===== src/rtl/obstacle_pkg.sv =====
// Shared playfield constants, default slot geometry and the scheduler state encoding.
package obstacle_pkg;

   localparam int unsigned LEFT = 155;
   localparam int unsigned BG_W = 330;
   localparam int unsigned BG_H = 480;

   localparam int unsigned SLOTS_D   = 5;
   localparam int unsigned PIPE_W_D  = 40;
   localparam int unsigned SPACING_D = 80;
   localparam int unsigned GAP_H_D   = 120;
   localparam int unsigned COIN_SZ_D = 20;

   localparam int unsigned TOP_INIT = 160;
   localparam int unsigned TOP_MIN  = 40;

   localparam logic [15:0] LFSR_SEED = 16'hACE1;

   typedef enum logic [2:0] {
      IDLE,
      RUN,
      SCROLL,
      CHECK,
      OVER
   } state_e;

endpackage


===== src/rtl/lfsr16.sv =====
// Free-running 16-bit Fibonacci LFSR (x^16+x^14+x^13+x^11) supplying recycle gap heights.
module lfsr16
   import obstacle_pkg::*;
(
   input  logic        clk,
   input  logic        rst,
   output logic [15:0] state
);

   logic [15:0] state_q;
   logic [15:0] state_d;

   always_comb begin
      state_d = {state_q[0] ^ state_q[2] ^ state_q[3] ^ state_q[5], state_q[15:1]};
   end

   always_ff @(posedge clk or posedge rst) begin
      if (rst) begin
         state_q <= LFSR_SEED;
      end else begin
         state_q <= state_d;
      end
   end

   assign state = state_q;

endmodule


===== src/rtl/obstacle_scheduler.sv =====
// Scrolls, recycles and collision-checks five pipe/coin slots once per frame tick.
// Coin logic is built when OBSTACLE_COINS_EN is defined; otherwise score counts passed pipes.
module obstacle_scheduler
   import obstacle_pkg::*;
#(
   parameter int unsigned SLOTS   = SLOTS_D,
   parameter int unsigned PIPE_W  = PIPE_W_D,
   parameter int unsigned SPACING = SPACING_D,
   parameter int unsigned GAP_H   = GAP_H_D,
   parameter int unsigned COIN_SZ = COIN_SZ_D
)
(
   input  logic        clk_100MHz,
   input  logic        rst,
   input  logic        frame_tick,
   input  logic        start,
   input  logic [2:0]  speed,
   input  logic [9:0]  Bird_X_L,
   input  logic [9:0]  Bird_X_R,
   input  logic [9:0]  Bird_Y_T,
   input  logic [9:0]  Bird_Y_B,
   output logic [49:0] X_Edge_L,
   output logic [49:0] X_Edge_R,
   output logic [49:0] Y_Edge_Top,
   output logic [49:0] Y_Edge_Bottom,
   output logic [49:0] X_Coin_L,
   output logic [49:0] X_Coin_R,
   output logic [49:0] Y_Coin,
   output logic [4:0]  Show_Coin,
   output logic        busy,
   output logic        collide,
   output logic        game_over,
   output logic [7:0]  score,
   output logic        overrun
);

   state_e      state_q, state_d;
   logic [2:0]  k_q, k_d;
   logic [9:0]  px_q  [SLOTS];
   logic [9:0]  px_d  [SLOTS];
   logic [9:0]  top_q [SLOTS];
   logic [9:0]  top_d [SLOTS];
   logic [9:0]  x_r   [SLOTS];
   logic [9:0]  bot   [SLOTS];
   logic        busy_q, busy_d;
   logic        collide_q, collide_d;
   logic        game_over_q, game_over_d;
   logic [7:0]  score_q, score_d;
   logic        overrun_q, overrun_d;
   logic        hit_q, hit_d;
   logic        load_init;
   logic        recycle;
   logic        pipe_hit;
   logic        floor_hit;
   logic        bonus;
   logic [15:0] lfsr;
   logic        lfsr_unused;

`ifdef OBSTACLE_COINS_EN
   localparam int unsigned COIN_XL_OFS = (PIPE_W - COIN_SZ) / 2;
   localparam int unsigned COIN_XR_OFS = COIN_XL_OFS + COIN_SZ - 1;
   localparam int unsigned COIN_Y_OFS  = 50;
   logic [SLOTS-1:0] coin_q, coin_d;
   logic [9:0]       cxl [SLOTS];
   logic [9:0]       cxr [SLOTS];
   logic [9:0]       cy  [SLOTS];
`else
   logic [SLOTS-1:0] passed_q, passed_d;
   logic [9:0]       coin_sz_unused;
   assign coin_sz_unused = 10'(COIN_SZ);
`endif

   if (SLOTS != 5 || COIN_SZ > PIPE_W) begin : g_bad_geometry
      $error("obstacle_scheduler needs SLOTS == 5 and COIN_SZ <= PIPE_W");
   end

   lfsr16 u_lfsr (
      .clk   (clk_100MHz),
      .rst   (rst),
      .state (lfsr)
   );
   assign lfsr_unused = ^lfsr[15:8];

   // Per-slot geometry derived from the px/top registers.
   always_comb begin
      for (int i = 0; i < SLOTS; i++) begin
         x_r[i] = px_q[i] + 10'(PIPE_W - 1);
         bot[i] = top_q[i] + 10'(GAP_H);
`ifdef OBSTACLE_COINS_EN
         cxl[i] = px_q[i] + 10'(COIN_XL_OFS);
         cxr[i] = px_q[i] + 10'(COIN_XR_OFS);
         cy[i]  = top_q[i] + 10'(COIN_Y_OFS);
`endif
      end
   end

   // Evaluation of the slot currently addressed by k.
   always_comb begin
      recycle   = (px_q[k_q] + 10'(PIPE_W)) <= 10'(LEFT);
      floor_hit = Bird_Y_B >= 10'(BG_H - 1);
      pipe_hit  = (Bird_X_R >= px_q[k_q]) && (Bird_X_L <= x_r[k_q]) &&
                  ((Bird_Y_T <= top_q[k_q]) || (Bird_Y_B >= bot[k_q]));
`ifdef OBSTACLE_COINS_EN
      bonus     = coin_q[k_q] &&
                  (Bird_X_R >= cxl[k_q]) && (Bird_X_L <= cxr[k_q]) &&
                  (Bird_Y_B >= cy[k_q]) && (Bird_Y_T <= cy[k_q] + 10'(COIN_SZ - 1));
`else
      bonus     = !passed_q[k_q] && (x_r[k_q] < Bird_X_L);
`endif
   end

   always_comb begin
      state_d   = state_q;
      k_d       = k_q;
      px_d      = px_q;
      top_d     = top_q;
      collide_d = 1'b0;
      score_d   = score_q;
      overrun_d = overrun_q;
      hit_d     = hit_q;
      load_init = 1'b0;
`ifdef OBSTACLE_COINS_EN
      coin_d    = coin_q;
`else
      passed_d  = passed_q;
`endif

      case (state_q)
         IDLE, OVER: begin
            if (start) begin
               load_init = 1'b1;
               state_d   = RUN;
            end
         end
         RUN: begin
            if (frame_tick) begin
               state_d = SCROLL;
               k_d     = '0;
               hit_d   = 1'b0;
            end
         end
         SCROLL: begin
            if (frame_tick) overrun_d = 1'b1;
            if (recycle) begin
               px_d[k_q]  = px_q[k_q] + 10'(SLOTS * SPACING);
               top_d[k_q] = 10'(TOP_MIN) + {2'b00, lfsr[7:0]};
`ifdef OBSTACLE_COINS_EN
               coin_d[k_q]   = 1'b1;
`else
               passed_d[k_q] = 1'b0;
`endif
            end else begin
               px_d[k_q] = px_q[k_q] - {7'd0, speed};
            end
            if (k_q == 3'(SLOTS - 1)) begin
               state_d = CHECK;
               k_d     = '0;
            end else begin
               k_d = k_q + 3'd1;
            end
         end
         CHECK: begin
            if (frame_tick) overrun_d = 1'b1;
            hit_d = hit_q | pipe_hit | floor_hit;
            if (bonus) begin
`ifdef OBSTACLE_COINS_EN
               coin_d[k_q]   = 1'b0;
`else
               passed_d[k_q] = 1'b1;
`endif
               if (score_q != 8'hFF) score_d = score_q + 8'd1;
            end
            if (k_q == 3'(SLOTS - 1)) begin
               k_d = '0;
               if (hit_d) begin
                  collide_d = 1'b1;
                  state_d   = OVER;
               end else begin
                  state_d = RUN;
               end
            end else begin
               k_d = k_q + 3'd1;
            end
         end
         default: state_d = IDLE;
      endcase

      if (load_init) begin
         for (int i = 0; i < SLOTS; i++) begin
            px_d[i]  = 10'(LEFT + BG_W + i * SPACING);
            top_d[i] = 10'(TOP_INIT);
         end
         score_d   = '0;
         overrun_d = 1'b0;
`ifdef OBSTACLE_COINS_EN
         coin_d    = '1;
`else
         passed_d  = '0;
`endif
      end

      busy_d      = (state_d == SCROLL) || (state_d == CHECK);
      game_over_d = (state_d == OVER);
   end

   always_ff @(posedge clk_100MHz or posedge rst) begin
      if (rst) begin
         state_q     <= IDLE;
         k_q         <= '0;
         for (int i = 0; i < SLOTS; i++) begin
            px_q[i]  <= 10'(LEFT + BG_W + i * SPACING);
            top_q[i] <= 10'(TOP_INIT);
         end
         busy_q      <= 1'b0;
         collide_q   <= 1'b0;
         game_over_q <= 1'b0;
         score_q     <= '0;
         overrun_q   <= 1'b0;
         hit_q       <= 1'b0;
`ifdef OBSTACLE_COINS_EN
         coin_q      <= '0;
`else
         passed_q    <= '0;
`endif
      end else begin
         state_q     <= state_d;
         k_q         <= k_d;
         px_q        <= px_d;
         top_q       <= top_d;
         busy_q      <= busy_d;
         collide_q   <= collide_d;
         game_over_q <= game_over_d;
         score_q     <= score_d;
         overrun_q   <= overrun_d;
         hit_q       <= hit_d;
`ifdef OBSTACLE_COINS_EN
         coin_q      <= coin_d;
`else
         passed_q    <= passed_d;
`endif
      end
   end

   always_comb begin
      for (int i = 0; i < SLOTS; i++) begin
         X_Edge_L[10*i +: 10]      = px_q[i];
         X_Edge_R[10*i +: 10]      = x_r[i];
         Y_Edge_Top[10*i +: 10]    = top_q[i];
         Y_Edge_Bottom[10*i +: 10] = bot[i];
`ifdef OBSTACLE_COINS_EN
         X_Coin_L[10*i +: 10]      = cxl[i];
         X_Coin_R[10*i +: 10]      = cxr[i];
         Y_Coin[10*i +: 10]        = cy[i];
`else
         X_Coin_L[10*i +: 10]      = '0;
         X_Coin_R[10*i +: 10]      = '0;
         Y_Coin[10*i +: 10]        = '0;
`endif
      end
   end

`ifdef OBSTACLE_COINS_EN
   assign Show_Coin = coin_q;
`else
   assign Show_Coin = '0;
`endif
   assign busy      = busy_q;
   assign collide   = collide_q;
   assign game_over = game_over_q;
   assign score     = score_q;
   assign overrun   = overrun_q;

endmodule


===== config.mk =====
export PLATFORM = sky130hd
export DESIGN_NAME = obstacle_scheduler
export DESIGN_NICKNAME = d
export VERILOG_FILES = /design/src/rtl/obstacle_pkg.sv /design/src/rtl/lfsr16.sv /design/src/rtl/obstacle_scheduler.sv
export SDC_FILE = /design/constraint.sdc
export NUM_CORES = 1
export LEC_CHECK = 0
export CORE_AREA = 2 2 163 165
export CTS_CLUSTER_DIAMETER = 200
export DETAILED_ROUTE_END_ITERATION = 8
export DIE_AREA = 0 0 165 167
export PLACE_DENSITY = 0.81
export SETUP_SLACK_MARGIN = 0.05
export SLEW_MARGIN = 20
export SYNTH_ARGS = -nofsm -noshare
export SYNTH_HDL_FRONTEND = slang
export SYNTH_SLANG_ARGS = --single-unit
export TNS_END_PERCENT = 5

===== constraint.sdc =====
create_clock -name clk_100MHz -period 7.6 [get_ports clk_100MHz]
set_input_delay 0.76 -clock clk_100MHz [delete_from_list [all_inputs] [get_ports clk_100MHz]]
set_output_delay 0.76 -clock clk_100MHz [all_outputs]
set_load 0.02 [all_outputs]

==> impl_metrics.ini <==
[outcome]
status = finished clean

[synth]
ys_types = 81
yosys.area.top_type_share_pct = 20.6
synthCells = 1272
synth_edf_count = 0
yosysTopAreaCell = dfrtp_1
synthXorXnorAreaFrac_pct = 5.77
ys.flop_type = dfrtp_1
async_flop_share_pct = 100
synth_compound_area_share_pct = 16.4
ys_seq_area_share_pct = 31.1
muxShareOfSynthArea_pct = 7.06
syn_area_sq_mm = 0.0111
synth_area_leaders = dfrtp_1 (21%), buf_4 (12%), dfstp_2 (10%)
ys_seq_elements = 135
avgSynthCellArea_sq_um = 8.69
yosys.area_share.simple_pct = 15.6
synth_top_family_by_area = buffers and inverters
yosys.area_share.adder_pct = 7.20
ys_warn_count = 0

[routing]
avgRoutedWirePerCell_um = 22.1
first_pass_iters = 6
via_count = 10500
drt_first_iter_violations = 1523
post-route-drc-count = 0
wl_um = 40400
vias_per_cell = 5.72
antenna_left = 0

[die]
die_y_um = 167
num_rows = 59
start_util_pct = 42.9
die_x_um = 165
dieArea_sq_mm = 0.0276
core_area_sq_mm = 0.0258
ios = 414

[sta]
setup_viol = 0
hold_violations = 0
fin_setup_tns_ps = 0
rsz0062_at_grt = false
maxSlewViolCount = 0
worst_slew_pin_slew_ps = 1040
max_slew_margin_pct = 29.9
fmax_mhz = 196
finClkSkew_ps = 11.7
fin_crit_sh_pct = 67.0
post-route-min-period_ps = 5090

[placement]
dp_hpwl_um = 30600
postPlaceCellArea_sq_mm = 0.0131
io_buffers = 253
gp_congestion = 1.03

[cts]
clk_pin_slew_ps = 70
post-cts-setup-buffer-count = 0
tritoncts.num_buffers = 17
cts_tree = yes
post_cts_resize_count = 0
clockBufferDepth = 2
cts-root-buf = clkbuf_16
clock_latency_ps = 440
cts_sinks = 135
cts_hold_buffers = 0
htreeDepth = 4

[global_routing]
grt_usage_pct = 28.8
grt_pass1_wl_um = 60200
met3_usage_pct = 6.35
antenna_found_initial = 0
grt_overflow = 0
grt_pass1_vias = 9586
grt_start_max_net_pins = 81
met2_usage_pct = 46.3
grt_use_met1_pct = 39.1
grt.busiest_layer = met2

[worst_setup_path]
critical-path-max-stage-delay_ps = 730
r2r_end = score[7]$_DFFE_PP0P_
cp_top_family = compound AO/OA/AOI/OAI gates
crit_type = reg2reg
cp_slowest_cell = dfrtp_2
critPathCaptureType = register
reg2reg_depth = 17
worst_ep_arrival_time_ps = 5450
worstSetupStartpointType = register
timing.rr.start = k_q[0]$_DFFE_PP0P_
cp.required_ps = 7960
path_buf_inv = 3
crit_fanout = 25
r2r_slack_ps = 2510
cp_cell_sequence = buf_4 > inv_1 > nand2_1 > inv_1 > a22oi_1 > o22ai_1 > a21boi_0 > ha_1 > a21o_1 > a21o_1 > a221oi_1 > o21ai_0 > nor2_1 > o21ai_1 > or2_0 > or3_1 > a21oi_1

[final_layout]
num-fill-cells = 2349
nets = 1590
finish.utilization_pct = 53.0
stdcell_area_sq_mm = 0.0136
n_antenna_cell = 0
layout-drive-gt1-share_pct = 8.71
syn_to_final_growth_pct = 23.4

[min_path]
min_from = u_lfsr.state[8]$_DFF_PP0_
hold_path_end = u_lfsr.state[7]$_DFF_PP1_
hold_depth = 0
hold_path_class = reg2reg

[power_and_ir_drop]
p_leak_uw = 0.00601
fin_total_pwr_uw = 7810
vdd_drop_max_uv = 246
powerDensity_mw_per_mm2 = 572

[run]
cap_violations = 0
[layer usage]
layer / wire [um] / share of wire (%)
met5: 0 / 0
met2: 19200 / 48
met4: 1260 / 3.1
met3: 4380 / 11
met1: 15500 / 38
[where the power goes]
part | switching (uW) | internal (uW) | total [uW]
Sequential | 591 | 1040 | 1630
Clock | 362 | 430 | 792
Combinational | 3210 | 2170 | 5380
[registers in the layout, indices dropped and copies added, names as in the netlist]
name and flops:
X_Edge_L 50, score 8, k_q 3, state_q 3, u_lfsr.state 16, busy 1, collide 1, hit_q 1
overrun 1, Y_Edge_Top 45, game_over 1, passed_q 5
[layout make-up]
| type | instances | area, sq um | share of cell area (%) |
|---|---|---|---|
| clock buffer | 17 | 425 | 3.12 |
| clock inverter | 15 | 129 | 0.945 |
| inverter | 67 | 255 | 1.87 |
| multi-input combinational | 996 | 6370 | 46.7 |
| sequential | 135 | 3440 | 25.2 |
| tap | 335 | 419 | 3.07 |
| timing repair buffer | 263 | 2610 | 19.1 |
[layout by cell type (no fill, tap or decap), types with 51 or more instances in the layout]
| master | count |
|---|---|
| clkdlybuf4s50_1 | 253 |
| nand2_1 | 117 |
| nand3_1 | 55 |
| dfrtp_1 | 89 |
| ha_1 | 62 |
| conb_1 | 161 |
| a21oi_1 | 59 |
| nor3_1 | 51 |
| nor2_1 | 62 |
| inv_1 | 64 |
| o21ai_0 | 89 |
[cell families after synthesis]
group / after synthesis
and+or+nand+nor: 358
buffers and inverters: 300
AOI/OAI and AO/OA: 282
DFF: 135
xor gates and xnor gates: 72
adders and majority gates: 63
muxes: 60
other: 2
[cell usage after synthesis (13+ instances only)]
cell type  instances
dfrtp_1           91
nand2b_1          17
xnor2_1           35
xor2_1            36
mux4_2            14
inv_1             65
nand3_1           55
nor3_1            52
clkbuf_1          36
and3_1            13
nand2_1          117
dfstp_2           44
mux2i_1           42
nor2_1            62
o21ai_0           89
buf_4            177
a21o_1            19
ha_1              62
a21oi_1           59
[how the worst max path moves through the flow]
stage | from | endpoint | slack [ps] | depth (start not counted)
6_report | k_q[0]$_DFFE_PP0P_ | score[7]$_DFFE_PP0P_ | 2510 | 17
5_1_grt | k_q[0]$_DFFE_PP0P_ | state_q[2]$_DFF_PP0_ | 2050 | 11
4_1_cts | k_q[0]$_DFFE_PP0P_ | score[7]$_DFFE_PP0P_ | 2470 | 17
3_5_place_dp | k_q[0]$_DFFE_PP0P_ | score[7]$_DFFE_PP0P_ | 2470 | 17
3_3_place_gp | k_q[0]$_DFFE_PP0P_ | score[7]$_DFFE_PP0P_ | 2730 | 17
2_1_floorplan | rst | X_Edge_L[11]$_DFFE_PP0P_ | 3300 | 1
[metrics by stage]
stage	hold WS, ps	cells	worst slack (ps)
6_report	351	1828	2510
5_1_grt	368	1828	2050
4_1_cts	353	1828	2470
3_5_place_dp	338	1796	2470
3_3_place_gp	337	1796	2730
2_1_floorplan	331	1431	3300
(Power assumes the default switching activity.)
